## src/rtl/uart_pkg.sv

```systemverilog
// Shared UART definitions: arbiter state encoding, frame geometry and the
// default bit period used by both uart_tx_arbiter and uart_rx.
package uart_pkg;

   typedef enum logic [1:0] {
      IDLE,
      LOAD,
      SEND
   } uart_arb_state_t;

   // start + 8 data + stop
   localparam int UART_FRAME_BITS   = 10;
   localparam int UART_CLKS_PER_BIT = 10;

endpackage

```

## src/rtl/uart_tx_serializer.sv

```systemverilog
// 8N1 serializer: a one-cycle start pulse loads a byte, and done pulses during
// the final clock of the stop bit so a follow-on byte can start without a gap.
module uart_tx_serializer
   import uart_pkg::*;
#(
   parameter int CLKS_PER_BIT = UART_CLKS_PER_BIT
) (
   input  logic       clk,
   input  logic       rst_n,
   input  logic       start,
   input  logic [7:0] data,
   output logic       tx_out,
   output logic       done
);

   localparam int DIV_W = (CLKS_PER_BIT > 1) ? $clog2(CLKS_PER_BIT) : 1;
   localparam int CNT_W = $clog2(UART_FRAME_BITS);

   logic [DIV_W-1:0]           div_reg;
   logic [CNT_W-1:0]           bit_reg;
   logic [UART_FRAME_BITS-2:0] frame_reg;
   logic                       active_reg;
   logic                       tx_reg;
   logic                       bit_end;

   assign bit_end = active_reg && (div_reg == DIV_W'(CLKS_PER_BIT - 1));
   assign done    = bit_end && (bit_reg == CNT_W'(UART_FRAME_BITS - 1));
   assign tx_out  = tx_reg;

   // frame_reg holds the bits still to be sent (data then stop), LSB next.
   always_ff @(posedge clk or negedge rst_n) begin
      if (!rst_n) begin
         active_reg <= 1'b0;
         tx_reg     <= 1'b1;
         div_reg    <= '0;
         bit_reg    <= '0;
         frame_reg  <= '1;
      end else if (start) begin
         active_reg <= 1'b1;
         tx_reg     <= 1'b0;
         div_reg    <= '0;
         bit_reg    <= '0;
         frame_reg  <= {1'b1, data};
      end else if (active_reg) begin
         if (bit_end) begin
            div_reg <= '0;
            if (done) begin
               active_reg <= 1'b0;
               tx_reg     <= 1'b1;
            end else begin
               bit_reg   <= bit_reg + CNT_W'(1);
               tx_reg    <= frame_reg[0];
               frame_reg <= {1'b1, frame_reg[UART_FRAME_BITS-2:1]};
            end
         end else begin
            div_reg <= div_reg + DIV_W'(1);
         end
      end
   end

endmodule

```

## src/rtl/uart_tx_arbiter.sv

```systemverilog
// Packet-granular round-robin arbiter sharing one 8N1 transmit line between
// NUM_REQ producers. Optional owner-stall eviction: define UART_ARB_TIMEOUT_EN.
module uart_tx_arbiter
   import uart_pkg::*;
#(
   parameter int NUM_REQ      = 4,
   parameter int CLKS_PER_BIT = UART_CLKS_PER_BIT,
   parameter int TIMEOUT_CLKS = 1000
) (
   input  logic                                            clk,
   input  logic                                            rst_n,
   input  logic [NUM_REQ-1:0]                              req_valid,
   input  logic [NUM_REQ*8-1:0]                            req_data,
   input  logic [NUM_REQ-1:0]                              req_last,
   output logic [NUM_REQ-1:0]                              req_ready,
   output logic [((NUM_REQ > 1) ? $clog2(NUM_REQ) : 1)-1:0] grant_id,
   output logic                                            busy,
   output logic                                            err_timeout,
   output logic                                            tx_out
);

   localparam int GRANT_W = (NUM_REQ > 1) ? $clog2(NUM_REQ) : 1;

   uart_arb_state_t    state_reg, state_next;
   logic [GRANT_W-1:0] grant_reg, grant_next;
   logic [GRANT_W-1:0] last_grant_reg, last_grant_next;
   logic [GRANT_W-1:0] rr_pick;
   logic               last_reg, last_next;
   logic               owner_valid;
   logic [7:0]         owner_data;
   logic               ser_start;
   logic               ser_done;
   logic               to_hit;

   assign owner_valid = req_valid[grant_reg];
   assign owner_data  = req_data[grant_reg*8 +: 8];
   assign ser_start   = (state_reg == LOAD) && owner_valid;
   assign busy        = (state_reg != IDLE);
   assign grant_id    = grant_reg;

   generate
      for (genvar gi = 0; gi < NUM_REQ; gi++) begin : g_ready
         assign req_ready[gi] = (state_reg == LOAD) && (grant_reg == GRANT_W'(gi));
      end
   endgenerate

   // Scan downwards so the requester closest after last_grant wins.
   always_comb begin
      rr_pick = last_grant_reg;
      for (int i = NUM_REQ; i >= 1; i--) begin
         if (req_valid[(int'(last_grant_reg) + i) % NUM_REQ]) begin
            rr_pick = GRANT_W'((int'(last_grant_reg) + i) % NUM_REQ);
         end
      end
   end

`ifdef UART_ARB_TIMEOUT_EN
   localparam int TO_W = $clog2(TIMEOUT_CLKS + 1);

   logic [TO_W-1:0] to_cnt_reg;
   logic            err_reg;

   assign to_hit      = (state_reg == LOAD) && !owner_valid &&
                        (to_cnt_reg == TO_W'(TIMEOUT_CLKS - 1));
   assign err_timeout = err_reg;

   always_ff @(posedge clk or negedge rst_n) begin
      if (!rst_n) begin
         to_cnt_reg <= '0;
         err_reg    <= 1'b0;
      end else begin
         err_reg <= to_hit;
         if ((state_reg == LOAD) && !owner_valid && !to_hit) begin
            to_cnt_reg <= to_cnt_reg + TO_W'(1);
         end else begin
            to_cnt_reg <= '0;
         end
      end
   end
`else
   assign to_hit      = 1'b0;
   assign err_timeout = 1'b0;
`endif

   always_comb begin
      state_next      = state_reg;
      grant_next      = grant_reg;
      last_grant_next = last_grant_reg;
      last_next       = last_reg;
      case (state_reg)
         IDLE: begin
            if (|req_valid) begin
               state_next      = LOAD;
               grant_next      = rr_pick;
               last_grant_next = rr_pick;
            end
         end
         LOAD: begin
            if (owner_valid) begin
               state_next = SEND;
               last_next  = req_last[grant_reg];
            end else if (to_hit) begin
               state_next = IDLE;
            end
         end
         SEND: begin
            if (ser_done) begin
               state_next = last_reg ? IDLE : LOAD;
            end
         end
         default: state_next = IDLE;
      endcase
   end

   always_ff @(posedge clk or negedge rst_n) begin
      if (!rst_n) begin
         state_reg      <= IDLE;
         grant_reg      <= '0;
         last_grant_reg <= GRANT_W'(NUM_REQ - 1);
         last_reg       <= 1'b0;
      end else begin
         state_reg      <= state_next;
         grant_reg      <= grant_next;
         last_grant_reg <= last_grant_next;
         last_reg       <= last_next;
      end
   end

   uart_tx_serializer #(
      .CLKS_PER_BIT (CLKS_PER_BIT)
   ) u_serializer (
      .clk    (clk),
      .rst_n  (rst_n),
      .start  (ser_start),
      .data   (owner_data),
      .tx_out (tx_out),
      .done   (ser_done)
   );

endmodule
```

## config.mk

```make
export PLATFORM = sky130hd
export DESIGN_NAME = uart_tx_arbiter
export DESIGN_NICKNAME = d
export VERILOG_FILES = /design/src/rtl/uart_pkg.sv /design/src/rtl/uart_tx_serializer.sv /design/src/rtl/uart_tx_arbiter.sv
export SDC_FILE = /design/constraint.sdc
export NUM_CORES = 1
export LEC_CHECK = 0
export CAP_MARGIN = 20
export CORE_ASPECT_RATIO = 0.9
export CORE_MARGIN = 2
export CORE_UTILIZATION = 51
export DETAILED_ROUTE_END_ITERATION = 8
export GPL_TIMING_DRIVEN = 0
export PLACE_DENSITY = 0.92
export SLEW_MARGIN = 20
export SYNTH_ARGS = -nofsm -noshare
export SYNTH_HDL_FRONTEND = slang
export SYNTH_SLANG_ARGS = --single-unit
```

## constraint.sdc

```tcl
create_clock -name clk -period 2.7 [get_ports clk]
set_input_delay 0.54 -clock clk [delete_from_list [all_inputs] [get_ports clk]]
set_output_delay 0.54 -clock clk [all_outputs]
set_load 0.1 [all_outputs]
```

==> impl_metrics.tcl, run 1 <==
set metrics [dict create \
    cts.clk_slew.worst_paths_ns 0.09 \
    chipWidth_um 64.6 \
    synth_edf_count 0 \
    dr.pass1.iters 4 \
    cts_max_level 1 \
    ant_nets 0 \
    final.min_clock_period_ns 2.54 \
    largest_reg_flops 8 \
    dpl.hpwl_mm 3.26 \
    max_slew.worst_pin.slew_ns 0.966 \
    die_h_um 58.5 \
    io_pins 51 \
    routabilityCongestion 0.887 \
    cts.hold.buffers_added 0 \
    seqPwrFrac_pct 29.6 \
    layout_commonest_cell "clkdlybuf4s50_1" \
    peakVddDrop_mv 0.913 \
    antenna_found_initial 0 \
    grt_pass1_vias 1480 \
    async_reset_ff_share_pct 100 \
    p_leak_nw 0.873 \
    wl_per_cell_um 16.1 \
    nets 265 \
    multi_input_area_um2 970 \
    min_path_type "primary input to asynchronous set/reset pin" \
    fill_cells 232 \
    p_sw_mw 1.15 \
    p_sw_share_pct 47.2 \
    io_buffer_count 49 \
    yosysWarningCount 0 \
    hold_viol 0 \
    period_share_pct 94.1 \
    cts_tree "done" \
    design_area_um2 2300 \
    coreArea_um2 3110 \
    drt_iter0_markers 121 \
    syn_area_um2 1690 \
    setup_viol 0 \
    rows 19 \
    start_kind "flop" \
    via_per_inst 5.94 \
    pwr-share-comb_pct 61.2 \
    mostFrequentLayoutCells "clkdlybuf4s50_1, o21ai_0, dfrtp_1" \
    synth-seq-area-share_pct 37.9 \
    track_usage_pct 23.5 \
    syn-mean-instance-area_um2 10.2 \
    fmax_ghz 0.393 \
    cts_root_buf "clkbuf_8" \
    place_area_um2 2250 \
    syn_to_final_growth_pct 36.5 \
    wl_mm 4.19 \
    drv_cap 0 \
    numCtsBuffers 3 \
    die_area_um2 3780 \
    crit_type "flop to output pin" \
    drv_slew 0 \
    worst_setup_path_end_kind "output pin" \
    cp_max_fo 10 \
    initial_core_util_pct 54.1 \
    grt_pass1_wl_mm 6.84 \
    synth_seq_cells 25 \
    drc 0 \
    final-seq-area_um2 639 \
    clkPwrFrac_pct 9.3 \
    ys.flop_type "dfrtp_1" \
    relSlewSlack_pct 35.4 \
    cts_buffer_depth 2 \
    required_ns 2.16 \
    crit_slowest_cell "clkdlybuf4s15_2" \
    drive_gt1_share_pct 22.5 \
    ys_types 46 \
    globalRouteOverflowTotal 0 \
    crit_arrival_ns 2.00 \
    diodes 0 \
    vias 1545 \
    path_cells "nand2b_1 -> clkbuf_1 -> nor3b_4 -> clkdlybuf4s15_2" \
    fin_skew_ns 0.00197 \
    p_int_mw 1.29 \
    outcome "finished, final reports clean" \
    cpPeakStageDelay_ns 0.58 \
    syn_inst 166 \
    syn_nets 212 \
    numClockSinks 25 \
    grt_max_degree 26 \
    power_density_nw_per_um2 1060 \
    tns_ns 0 \
    rsz0062_at_grt "no" \
    clk_latency_ns 0.27 \
]
metal layers:
metal / track usage, % / vias up / wire length [µm]
li1: - / 734 / -
met1: 30.2 / 756 / 1780
met2: 41.4 / 51 / 2170
met3: 5.16 / 4 / 205
met4: 5.17 / 0 / 35
met5: 0 / - / 0
synthesized netlist by cell type (2+ instances only):
| cell | number | area (µm²) |
|---|---|---|
| o21ai_0 | 16 | 80.1 |
| dfrtp_1 | 14 | 350 |
| dfstp_2 | 11 | 289 |
| a21oi_1 | 10 | 50.1 |
| mux4_2 | 10 | 225 |
| nand3_1 | 10 | 50.1 |
| a31oi_1 | 9 | 56.3 |
| nor3b_1 | 8 | 60.1 |
| clkbuf_1 | 6 | 22.5 |
| inv_1 | 6 | 22.5 |
| nand2_1 | 6 | 22.5 |
| nand2b_1 | 6 | 37.5 |
| buf_2 | 4 | 20.0 |
| ha_1 | 4 | 50.1 |
| nand3b_1 | 3 | 22.5 |
| nor2_1 | 3 | 11.3 |
| nor3_1 | 3 | 15.0 |
| and4b_1 | 2 | 20.0 |
| buf_1 | 2 | 7.51 |
| buf_6 | 2 | 22.5 |
| nor2b_1 | 2 | 12.5 |
| nor3_2 | 2 | 20.0 |
| o2bb2ai_1 | 2 | 17.5 |
| or3_1 | 2 | 12.5 |
| or4_1 | 2 | 15.0 |
worst max-delay path: cells and delay by family, from the launching register on:
kind	cells	cell delay (ns)
buffers and inverters	2	0.85
AND/OR/NAND/NOR	2	0.43
flip-flops	1	0.45
final timing paths:
path,from,end,slack [ns],cells after the start
max,state_reg[1],req_ready[2],0.16,4
min,rst_n,u_serializer.div_reg[0],0.24,1
max reg2reg,grant_id[0],u_serializer.frame_reg[4],0.82,5
min reg2reg,u_serializer.frame_reg[2],u_serializer.frame_reg[1],0.51,2
max in group asynchronous,rst_n,u_serializer.frame_reg[1],2.08,1
min in group clk,u_serializer.frame_reg[2],u_serializer.frame_reg[1],0.51,2
power by group through the flow:
stage                     clock network (mW)  logic, mW  registers (mW)
after CTS                              0.230       1.50           0.716
after global routing                   0.243       1.59           0.738
after floorplan                            0       1.02           0.850
after global placement                     0       1.47           0.712
final                                  0.226       1.49           0.720
after detailed placement                   0       1.51           0.724
logic make-up after synthesis:
logic type                 after synthesis  synth area share (%)
and+or+nand+nor                         58                  21.7
muxes                                   12                  14.6
buffers and inverters                   21                  6.09
adders and majority gates                4                  2.97
other                                    1                 0.223
AOI/OAI and AO/OA                       44                  16.0
xor gates and xnor gates                 1                 0.520
DFF                                     25                  37.9
what timing repair did:
item,CTS,global route
hold endpoints to repair,0,0
buffers inserted,0,0
endpoints found under the setup margin,4,1
gates cloned,0,0
resized for setup,12,1
cell type report:
type / instances / share of cell area [%]
Clock buffer: 3 / 1.80
Multi-Input combinational cell: 120 / 42.2
Clock inverter: 1 / 0.218
Sequential cell: 25 / 27.8
Buffer: 14 / 3.32
Timing Repair Buffer: 49 / 21.4
Tap cell: 42 / 2.29
Inverter: 6 / 0.979
per-stage QoR:
stage	util (%)	power (mW)	setup WS, ns	std cells	hold slack, ns
floorplan	-	1.87	-0.260	166	0.244
global placement	72.4	2.18	-0.243	257	0.489
detailed placement	72.4	2.23	-0.283	257	0.497
CTS	73.9	2.45	0.0616	260	0.510
global route	73.8	2.57	0.0491	260	0.289
finish	73.8	2.44	0.158	260	0.242
(Power assumes the default switching activity.)
==> run 2, diff against run 1 <==
--- a/config.mk
+++ b/config.mk
@@ -9,9 +9,11 @@
 export CORE_ASPECT_RATIO = 0.9
 export CORE_MARGIN = 2
 export CORE_UTILIZATION = 51
+export CTS_CLUSTER_SIZE = 28
 export DETAILED_ROUTE_END_ITERATION = 8
 export GPL_TIMING_DRIVEN = 0
 export PLACE_DENSITY = 0.92
+export RECOVER_POWER = 100
 export SLEW_MARGIN = 20
 export SYNTH_ARGS = -nofsm -noshare
 export SYNTH_HDL_FRONTEND = slang
==> run 2 against run 1 <==
Compared with the run above: utilization is 0.76 points lower; sequential share of layout area is 0.29 points higher; largest cell class unchanged; register-to-register slack worse by 0.03 ns; design area is 1.0% lower; via count is 0.58% lower; global-route usage stayed put; highest routed layer unchanged; critical endpoint is now req_ready[3]; critical path depth stayed put.
==> impl_metrics.tcl, run 2 (synthesis gave the netlist of run 1 again) <==
set metrics [dict create \
    outcome "finished, final reports clean" \
    drv_cap 0 \
    hold_viol 0 \
    path_buf_inv 3 \
    io_pins 51 \
    rows 19 \
    drc 0 \
    fill_cells 236 \
    tns_ns 0 \
    period_share_pct 94.3 \
    numCtsBuffers 3 \
    nets 265 \
    crit_type "flop to output pin" \
    via_per_inst 5.91 \
    pwr-share-comb_pct 60.4 \
    max_slew.worst_pin.slew_ns 1.30 \
    worst_setup_path_end_kind "output pin" \
    io_buffer_count 49 \
    worstReg2RegStart "grant_id[1]" \
    globalRouteOverflowTotal 0 \
    hp-start "u_serializer.frame_reg[2]" \
    wl_per_cell_um 16.1 \
    vias 1536 \
    syn_to_final_growth_pct 35.0 \
    clkPwrFrac_pct 9.4 \
    dr.pass1.iters 4 \
    ant_nets 0 \
    cpPeakStageDelay_ns 0.55 \
    p_sw_mw 1.14 \
    diodes 0 \
    critPathTopFamily "buffers and inverters" \
    r2r-end "u_serializer.bit_reg[1]" \
    start_kind "flop" \
    min_to "u_serializer.frame_reg[1]" \
    p_int_mw 1.25 \
    drive_gt1_share_pct 20.2 \
    clk_latency_ns 0.27 \
    r2r_cells 5 \
    grt_pass1_wl_mm 6.84 \
    initial_core_util_pct 54.1 \
    power_density_nw_per_um2 1050 \
    fmax_ghz 0.393 \
    drt_iter0_markers 155 \
    fin_skew_ns 0.00116 \
    p_sw_share_pct 47.9 \
    antenna_found_initial 0 \
    p_leak_nw 0.853 \
    crit_arrival_ns 2.01 \
    peakVddDrop_mv 0.857 \
    cts_max_level 1 \
    cts.hold.buffers_added 0 \
    setup_viol 0 \
    path_depth 4 \
    crit_slowest_cell "clkdlybuf4s15_2" \
    cp_max_fo 10 \
    chipWidth_um 64.6 \
    cts_root_buf "clkbuf_8" \
    layout_commonest_cell "clkdlybuf4s50_1" \
    mostFrequentLayoutCells "clkdlybuf4s50_1, o21ai_0, dfrtp_1" \
    rsz0062_at_grt "no" \
    required_ns 2.16 \
    min_path_type "flop to flop" \
    r2r_slack_ns 0.79 \
    die_area_um2 3780 \
    seqPwrFrac_pct 30.1 \
    drv_slew 0 \
    wl_mm 4.18 \
    track_usage_pct 23.5 \
    coreArea_um2 3110 \
    cts_buffer_depth 2 \
    finalPower_mw 2.39 \
    relSlewSlack_pct 13.2 \
    final.min_clock_period_ns 2.55 \
    cts.clk_slew.worst_paths_ns 0.09 \
    numClockSinks 25 \
    cts_tree "done" \
    hold_depth 2 \
    dpl.hpwl_mm 3.26 \
    routabilityCongestion 0.887 \
    largest_reg_flops 8 \
    grt_pass1_vias 1480 \
    path_cells "clkbuf_2 -> buf_2 -> and3_2 -> clkdlybuf4s15_2" \
    grt_max_degree 26 \
    die_h_um 58.5 \
]
[run 2: worst max path at each step]
stage	start	to	slack, ns
2_1_floorplan	grant_id[1]	req_ready[2]	-0.26
3_3_place_gp	grant_id[1]	req_ready[2]	-0.24
3_5_place_dp	grant_id[1]	req_ready[2]	-0.28
4_1_cts	state_reg[1]	busy	0.06
5_1_grt	grant_id[0]	req_ready[3]	0.03
6_report	grant_id[0]	req_ready[3]	0.15
[run 2: power groups by stage]
stage                     Combinational (mW)  Sequential [mW]  Clock [mW]
final                                   1.44            0.720       0.226
after global routing                    1.55            0.737       0.243
after floorplan                         1.02            0.850           0
after CTS                               1.50            0.716       0.230
after detailed placement                1.51            0.724           0
after global placement                  1.47            0.712           0
[run 2: area by class of cell]
class                      count  area (µm²)  area share [%]
clock buffer                   3        41.3            1.81
buffer                        14        67.6            2.97
inverter                       6        22.5           0.990
timing repair buffer          49         483            21.2
multi-input combinational    120         965            42.4
sequential                    25         639            28.1
tap                           42        52.6            2.31
clock inverter                 1        5.00           0.220
[run 2: per-stage QoR]
step | std cells | hold slack (ns) | utilization, % | worst slack, ns | instance area [µm²]
global placement | 257 | 0.489 | 72.4 | -0.243 | 2250
finish | 260 | 0.507 | 73.1 | 0.153 | 2280
floorplan | 166 | 0.244 | - | -0.260 | 1710
CTS | 260 | 0.510 | 73.9 | 0.0616 | 2300
detailed placement | 257 | 0.497 | 72.4 | -0.283 | 2250
global route | 260 | 0.528 | 73.1 | 0.0313 | 2280
[run 2: routing by layer]
layer / vias to the layer above / GRT usage (%) / wire, µm
li1: 735 / - / -
met1: 749 / 30.2 / 1800
met2: 48 / 41.4 / 2150
met3: 4 / 5.16 / 195
met4: 0 / 5.17 / 35
met5: - / 0 / 0
[run 2: timing repair]
item,CTS,global route
setup buffers,0,0
setup endpoints to repair,4,1
pin swaps,0,0
gates resized for setup,12,1
[run 2: worst min-delay path: cells and delay by family, from the launching register on]
| family | cells | cell delay, ns |
|---|---|---|
| simple gates | 1 | 0.05 |
| flops | 1 | 0.38 |
| compound gates | 1 | 0.07 |
